<file path="config.mk">
export PLATFORM = sky130hd
export DESIGN_NAME = s382_resp_misr_flat
export DESIGN_NICKNAME = d
export VERILOG_FILES = /design/src/rtl/s382_resp_misr_if.sv /design/src/rtl/s382_resp_misr.sv /design/src/flat_wrapper.sv
export SDC_FILE = /design/constraint.sdc
export NUM_CORES = 1
export LEC_CHECK = 0
export CAP_MARGIN = 20
export CORE_MARGIN = 4
export CORE_UTILIZATION = 40
export DETAILED_ROUTE_END_ITERATION = 7
export PLACE_DENSITY = 0.71
export SLEW_MARGIN = 20
export SYNTH_ARGS = -nofsm -noshare
export SYNTH_HDL_FRONTEND = slang
export SYNTH_SLANG_ARGS = --single-unit
</file>
<file path="constraint.sdc">
create_clock -name clock -period 5.18 [get_ports clock]
set_input_delay 0.777 -clock clock [delete_from_list [all_inputs] [get_ports clock]]
set_output_delay 0.777 -clock clock [all_outputs]
set_load 0.02 [all_outputs]
</file>
<file path="src/rtl/s382_resp_misr_if.sv">
// rtl/s382_resp_misr_if.sv - control, capture and signature handshake bundle for the s382 response MISR
interface s382_resp_misr_if #(
    parameter int SIG_W = 16,
    parameter int IN_W  = 6
);
    logic             start;
    logic [15:0]      num_cycles;
    logic [SIG_W-1:0] golden;
    logic [IN_W-1:0]  po_in;
    logic             busy;
    logic             sig_valid;
    logic             sig_ready;
    logic [SIG_W-1:0] sig_out;
    logic             match;
    logic [15:0]      cycle_cnt;

    modport master (
        output start, num_cycles, golden, po_in, sig_ready,
        input  busy, sig_valid, sig_out, match, cycle_cnt
    );

    modport slave (
        input  start, num_cycles, golden, po_in, sig_ready,
        output busy, sig_valid, sig_out, match, cycle_cnt
    );
endinterface

</file>
<file path="src/rtl/s382_resp_misr.sv">
// rtl/s382_resp_misr.sv - multiple-input signature register compacting the s382 core outputs
module s382_resp_misr #(
    parameter int               SIG_W = 16,
    parameter int               IN_W  = 6,
    parameter logic [SIG_W-1:0] POLY  = 16'h1021,
    parameter logic [SIG_W-1:0] SEED  = 16'h0000,
    parameter int               SKIP  = 2
) (
    input logic           clock,
    input logic           reset,
    s382_resp_misr_if.slave bus
);
    localparam logic [1:0] ST_IDLE    = 2'd0;
    localparam logic [1:0] ST_SETTLE  = 2'd1;
    localparam logic [1:0] ST_CAPTURE = 2'd2;
    localparam logic [1:0] ST_DONE    = 2'd3;

    localparam int              SKIP_W    = (SKIP > 1) ? $clog2(SKIP) : 1;
    localparam logic [SKIP_W-1:0] SKIP_LAST = SKIP_W'((SKIP > 0) ? SKIP - 1 : 0);

    logic [1:0]       r_state;
    logic [SIG_W-1:0] r_sig;
    logic [15:0]      r_cnt;
    logic [SKIP_W-1:0] r_skip;
    logic [15:0]      r_num;
    logic [SIG_W-1:0] r_golden;

    logic [SIG_W-1:0] w_po_ext;
    logic [SIG_W-1:0] w_sig_next;
    logic [15:0]      w_cnt_inc;
    logic [1:0]       w_after_start;
    logic [1:0]       w_after_settle;

    always_comb begin
        w_po_ext = '0;
        w_po_ext[IN_W-1:0] = bus.po_in;
    end

    // Shift left, fold the outgoing MSB back through the taps, then inject the sample.
    assign w_sig_next = {r_sig[SIG_W-2:0], 1'b0}
                      ^ (r_sig[SIG_W-1] ? POLY : '0)
                      ^ w_po_ext;

    assign w_cnt_inc = (r_cnt == 16'hFFFF) ? r_cnt : r_cnt + 16'd1;

    // A zero-length window never enters CAPTURE, so no sample is ever folded in.
    assign w_after_settle = (r_num == 16'd0) ? ST_DONE : ST_CAPTURE;
    assign w_after_start  = (SKIP > 0)              ? ST_SETTLE :
                            (bus.num_cycles == 16'd0) ? ST_DONE : ST_CAPTURE;

    always_ff @(posedge clock or posedge reset) begin
        if (reset) begin
            r_state  <= ST_IDLE;
            r_sig    <= SEED;
            r_cnt    <= 16'd0;
            r_skip   <= '0;
            r_num    <= 16'd0;
            r_golden <= '0;
        end else begin
            case (r_state)
                ST_IDLE: begin
                    if (bus.start) begin
                        r_num    <= bus.num_cycles;
                        r_golden <= bus.golden;
                        r_sig    <= SEED;
                        r_cnt    <= 16'd0;
                        r_skip   <= '0;
                        r_state  <= w_after_start;
                    end
                end
                ST_SETTLE: begin
                    r_skip <= r_skip + 1'b1;
                    if (r_skip == SKIP_LAST) begin
                        r_state <= w_after_settle;
                    end
                end
                ST_CAPTURE: begin
                    r_sig <= w_sig_next;
                    r_cnt <= w_cnt_inc;
                    if (w_cnt_inc >= r_num) begin
                        r_state <= ST_DONE;
                    end
                end
                ST_DONE: begin
                    if (bus.sig_ready) begin
                        r_state <= ST_IDLE;
                    end
                end
                default: r_state <= ST_IDLE;
            endcase
        end
    end

    assign bus.busy      = (r_state == ST_SETTLE) || (r_state == ST_CAPTURE);
    assign bus.sig_valid = (r_state == ST_DONE);
    assign bus.sig_out   = r_sig;
    assign bus.cycle_cnt = r_cnt;
    assign bus.match     = (r_state == ST_DONE) && (r_sig == r_golden);
endmodule
</file>
<file path="src/flat_wrapper.sv">
// flat-port wrapper written by rule: the top's interface ports become plain ports
module s382_resp_misr_flat 
#(
    parameter int               SIG_W = 16,
    parameter int               IN_W  = 6,
    parameter logic [SIG_W-1:0] POLY  = 16'h1021,
    parameter logic [SIG_W-1:0] SEED  = 16'h0000,
    parameter int               SKIP  = 2
)
  (clock, reset, bus_start, bus_num_cycles, bus_golden, bus_po_in, bus_sig_ready, bus_busy, bus_sig_valid, bus_sig_out, bus_match, bus_cycle_cnt);
  s382_resp_misr_if #(.SIG_W(SIG_W), .IN_W(IN_W)) bus_i ();
  input logic clock;
  input logic reset;
  input wire logic [$bits(bus_i.start)-1:0] bus_start;
  input wire logic [$bits(bus_i.num_cycles)-1:0] bus_num_cycles;
  input wire logic [$bits(bus_i.golden)-1:0] bus_golden;
  input wire logic [$bits(bus_i.po_in)-1:0] bus_po_in;
  input wire logic [$bits(bus_i.sig_ready)-1:0] bus_sig_ready;
  output wire logic [$bits(bus_i.busy)-1:0] bus_busy;
  output wire logic [$bits(bus_i.sig_valid)-1:0] bus_sig_valid;
  output wire logic [$bits(bus_i.sig_out)-1:0] bus_sig_out;
  output wire logic [$bits(bus_i.match)-1:0] bus_match;
  output wire logic [$bits(bus_i.cycle_cnt)-1:0] bus_cycle_cnt;
  assign bus_i.start = bus_start;
  assign bus_i.num_cycles = bus_num_cycles;
  assign bus_i.golden = bus_golden;
  assign bus_i.po_in = bus_po_in;
  assign bus_i.sig_ready = bus_sig_ready;
  assign bus_busy = bus_i.busy;
  assign bus_sig_valid = bus_i.sig_valid;
  assign bus_sig_out = bus_i.sig_out;
  assign bus_match = bus_i.match;
  assign bus_cycle_cnt = bus_i.cycle_cnt;
  s382_resp_misr #(.SIG_W(SIG_W), .IN_W(IN_W), .POLY(POLY), .SEED(SEED), .SKIP(SKIP)) u_core (.clock(clock), .reset(reset), .bus(bus_i));
endmodule
</file>
==> impl_metrics.toml <==
[synth]
yosys.area.top_type = "sky130_fd_sc_hd__dfrtp_1"
ys_top_cells_by_area = "sky130_fd_sc_hd__dfrtp_1, sky130_fd_sc_hd__mux2_2, sky130_fd_sc_hd__ha_1"
yosys.area_share.xor_xnor = 0.0785
ys_warn_count = 0
synthesis.instances = 362
post_synth_and_or_nand_nor_area_fraction = 0.125
post-synth-top-count-cell = "sky130_fd_sc_hd__dfrtp_1"
yosys-mux-area-fraction = 0.107
synth.ff_latch_count = 67
async_flop_share = 1.00
adder_cell_share_of_the_synthesized_area = 0.0693
synthDominantCellAreaShare = 0.442
synth_top_family_by_area = "compound AO/OA/AOI/OAI gates"
postSynth.topFlopCell = "sky130_fd_sc_hd__dfrtp_1"
synth.lib_cells_used.distinct = 46
synth_top_cells_by_count = "sky130_fd_sc_hd__dfrtp_1, sky130_fd_sc_hd__mux2_2, sky130_fd_sc_hd__nand2_1"
seq_area_frac_synth = 0.442
syn_nets = 425
synth_edf_count = 0
post_synth.cell_area_avg_sq_um = 10.5
synth_compound_area_frac = 0.134
synthesis.area_sq_um = 3790

[floorplanning]
dieWidth_microns = 105
number_of_core_rows = 35
floorplan.initialDensity = 0.411
design.portCount = 77
die-area_sq_um = 11100
chipHeight_microns = 105
floorplan.core_area_sq_um = 9240

[pwr]
sw_frac_of_total = 0.399
pwr-share-seq = 0.371
vdd_ir_drop_max_mv = 0.261
power_per_cell_area_nw_per_um2 = 519
gate_power_share = 0.448
leakage_nw = 2.04
p_int_mw = 1.51
clockPowerShare = 0.181
switchingPower_mw = 1.01

[timing]
worst_pin_slew_ns = 0.858
period_needed_ns = 3.55
fin_crit_sh = 0.686
finClkSkew_ns = 0.0109
report.final.setup_viol = 0
rsz0062_at_grt = "no"
maxSlewViolCount = 0
totalNegativeSetupSlack_ns = 0
slew_headroom = 0.428
hold_violations = 0
max_clock_freq_mhz = 281

[clock_tree]
clock-sinks = 67
cts-hold-fix-buffers = 0
cts_max_level = 3
ctsRootBufferMaster = "sky130_fd_sc_hd__clkbuf_8"
postCtsResizedCells = 0
cts-root-to-sink-buffers = 2
post_cts_buffers = 0
clock_latency_ns = 0.35
cts_tree = "done"
clk_pin_slew_ns = 0.08
numCtsBuffers = 9

[route]
detail_route.wl_per_cell_microns = 16.3
dr.pass1.iters = 5
drtIter0Drc = 82
avgViaCountPerCell = 5.22
num_vias = 2970
route.antenna.remaining_nets = 0
finalWirelength_microns = 9250
drc = 0

[worst_setup_path]
cp_slowest_stage_delay_ns = 0.49
worst-endpoint-arrival_ns = 3.78
cp-end-kind = "flop"
timing.critical_path.from_type = "flop"
critical_path_peak_fanout = 8
timing.critical_path.slowest_stage_cell = "sky130_fd_sc_hd__dfrtp_1"
total_number_of_cells_along_the_worst_setup_path = 11
crit_path_cell_trace = "ha_1 > nand2_1 > nor4b_2 > and3_1 > mux2_2 > ha_1 > o21ai_0 > nor2_1 > or3_1 > o31ai_1 > mux2_2"
reg2reg_path_depth = 11
worstPathRequired_ns = 5.41
delay_heaviest_family_cp = "simple AND/OR/NAND/NOR gates"
path_class = "reg2reg"
worst-path-buf-inv = 0

[global_route]
grt_remaining_overflow = 0
groute.usage.overall = 0.170
grt_pass1_wl_microns = 15000
grt_pass1_vias = 2934
antenna_found_initial = 0
pin_count_of_the_biggest_net_entering_global_routing = 68

[finish]
layout-drive-gt1-share = 0.148
final_core_utilization = 0.526
syn2layout_area_growth_pct = 28.0
antenna_diodes = 0
final_nets = 498

[place]
place_hpwl_microns = 6770
number_of_input_and_output_port_buffers_inserted = 76
place.gp.congestion = 0.842

[status]
run_status = "completed"

[flow_run]
timing.max_cap.violations = 0

[min_path]
whs_path_depth = 1
min_path_type = "reg2reg"
## stage by stage
step	cell area, sq um	setup WS [ns]	power (mW)	instances	hold WS (ns)
floorplan	3790	1.78	1.69	362	0.452
global placement	4650	1.73	2.04	553	0.478
detailed placement	4650	1.65	2.08	553	0.486
CTS	4860	1.65	2.55	569	0.501
global route	4860	1.37	2.71	569	0.530
finish	4860	1.63	2.52	569	0.504
## area by class of cell
| cell class | count | area, sq um |
|---|---|---|
| timing repair buffer | 78 | 776 |
| clock buffer | 9 | 124 |
| sequential | 67 | 1680 |
| inverter | 23 | 86.3 |
| multi-input combinational | 256 | 1950 |
| fill | 842 | 4380 |
| clock inverter | 7 | 83.8 |
| tap | 129 | 161 |
## power groups by stage
stage | combinational (mW) | sequential (mW) | clock [mW]
finish | 1.13 | 0.935 | 0.457
global placement | 1.11 | 0.932 | 0
CTS | 1.14 | 0.936 | 0.470
floorplan | 0.737 | 0.954 | 0
detailed placement | 1.14 | 0.946 | 0
global route | 1.25 | 0.965 | 0.494
## cells by family (layout without fill, tap and decap cells)
| family | count (synthesis) | after routing |
|---|---|---|
| flops | 67 | 67 |
| fa+ha+maj | 21 | 21 |
| xor+xnor | 34 | 34 |
| simple gates | 88 | 88 |
| buf+inv | 39 | 117 |
| mux | 36 | 36 |
| compound gates | 77 | 77 |
## registers in the layout, indices dropped and copies added (netlist names)
register and count:
u_core.r_skip 1, u_core.r_num 16, u_core.r_golden 16, u_core.bus.cycle_cnt 16, u_core.bus.sig_out 16, u_core.r_state 2
## path summary, 6_finish.rpt
kind / from / endpoint / slack (ns)
max: u_core.bus.cycle_cnt[0] / u_core.r_state[0] / 1.63
min: u_core.r_skip / u_core.r_skip / 0.50
max reg2reg: u_core.bus.cycle_cnt[0] / u_core.r_state[0] / 1.63
min reg2reg: u_core.r_skip / u_core.r_skip / 0.50
max in group asynchronous: reset / u_core.bus.cycle_cnt[6] / 3.63
min in group asynchronous: reset / u_core.r_golden[0] / 1.00
## per-layer routing
layer	share of wire	up-vias	wire, microns	GRT usage
met1	0.46	1449	4270	0.230
met5	0	-	0	0
met3	0.039	8	363	0.0337
met4	0.011	0	102	0.0450
met2	0.49	62	4510	0.277
li1	-	1451	-	-
## cells in the final DEF, fill, tap and decap left out, drive strengths merged, types with 3 or more instances in the layout
master,n
nand4,10
nor4,6
nand3,11
a21oi,20
and4,3
o21a,3
nor2,9
nor3,6
a31oi,5
o21ai,23
xnor2,27
clkbuf,9
and3,4
ha,21
a22o,13
xor2,7
clkdlybuf4s50,76
dfrtp,67
mux2,36
nand2b,3
nand2,29
inv,26
Note: power is estimated with default switching activity, not from simulation.
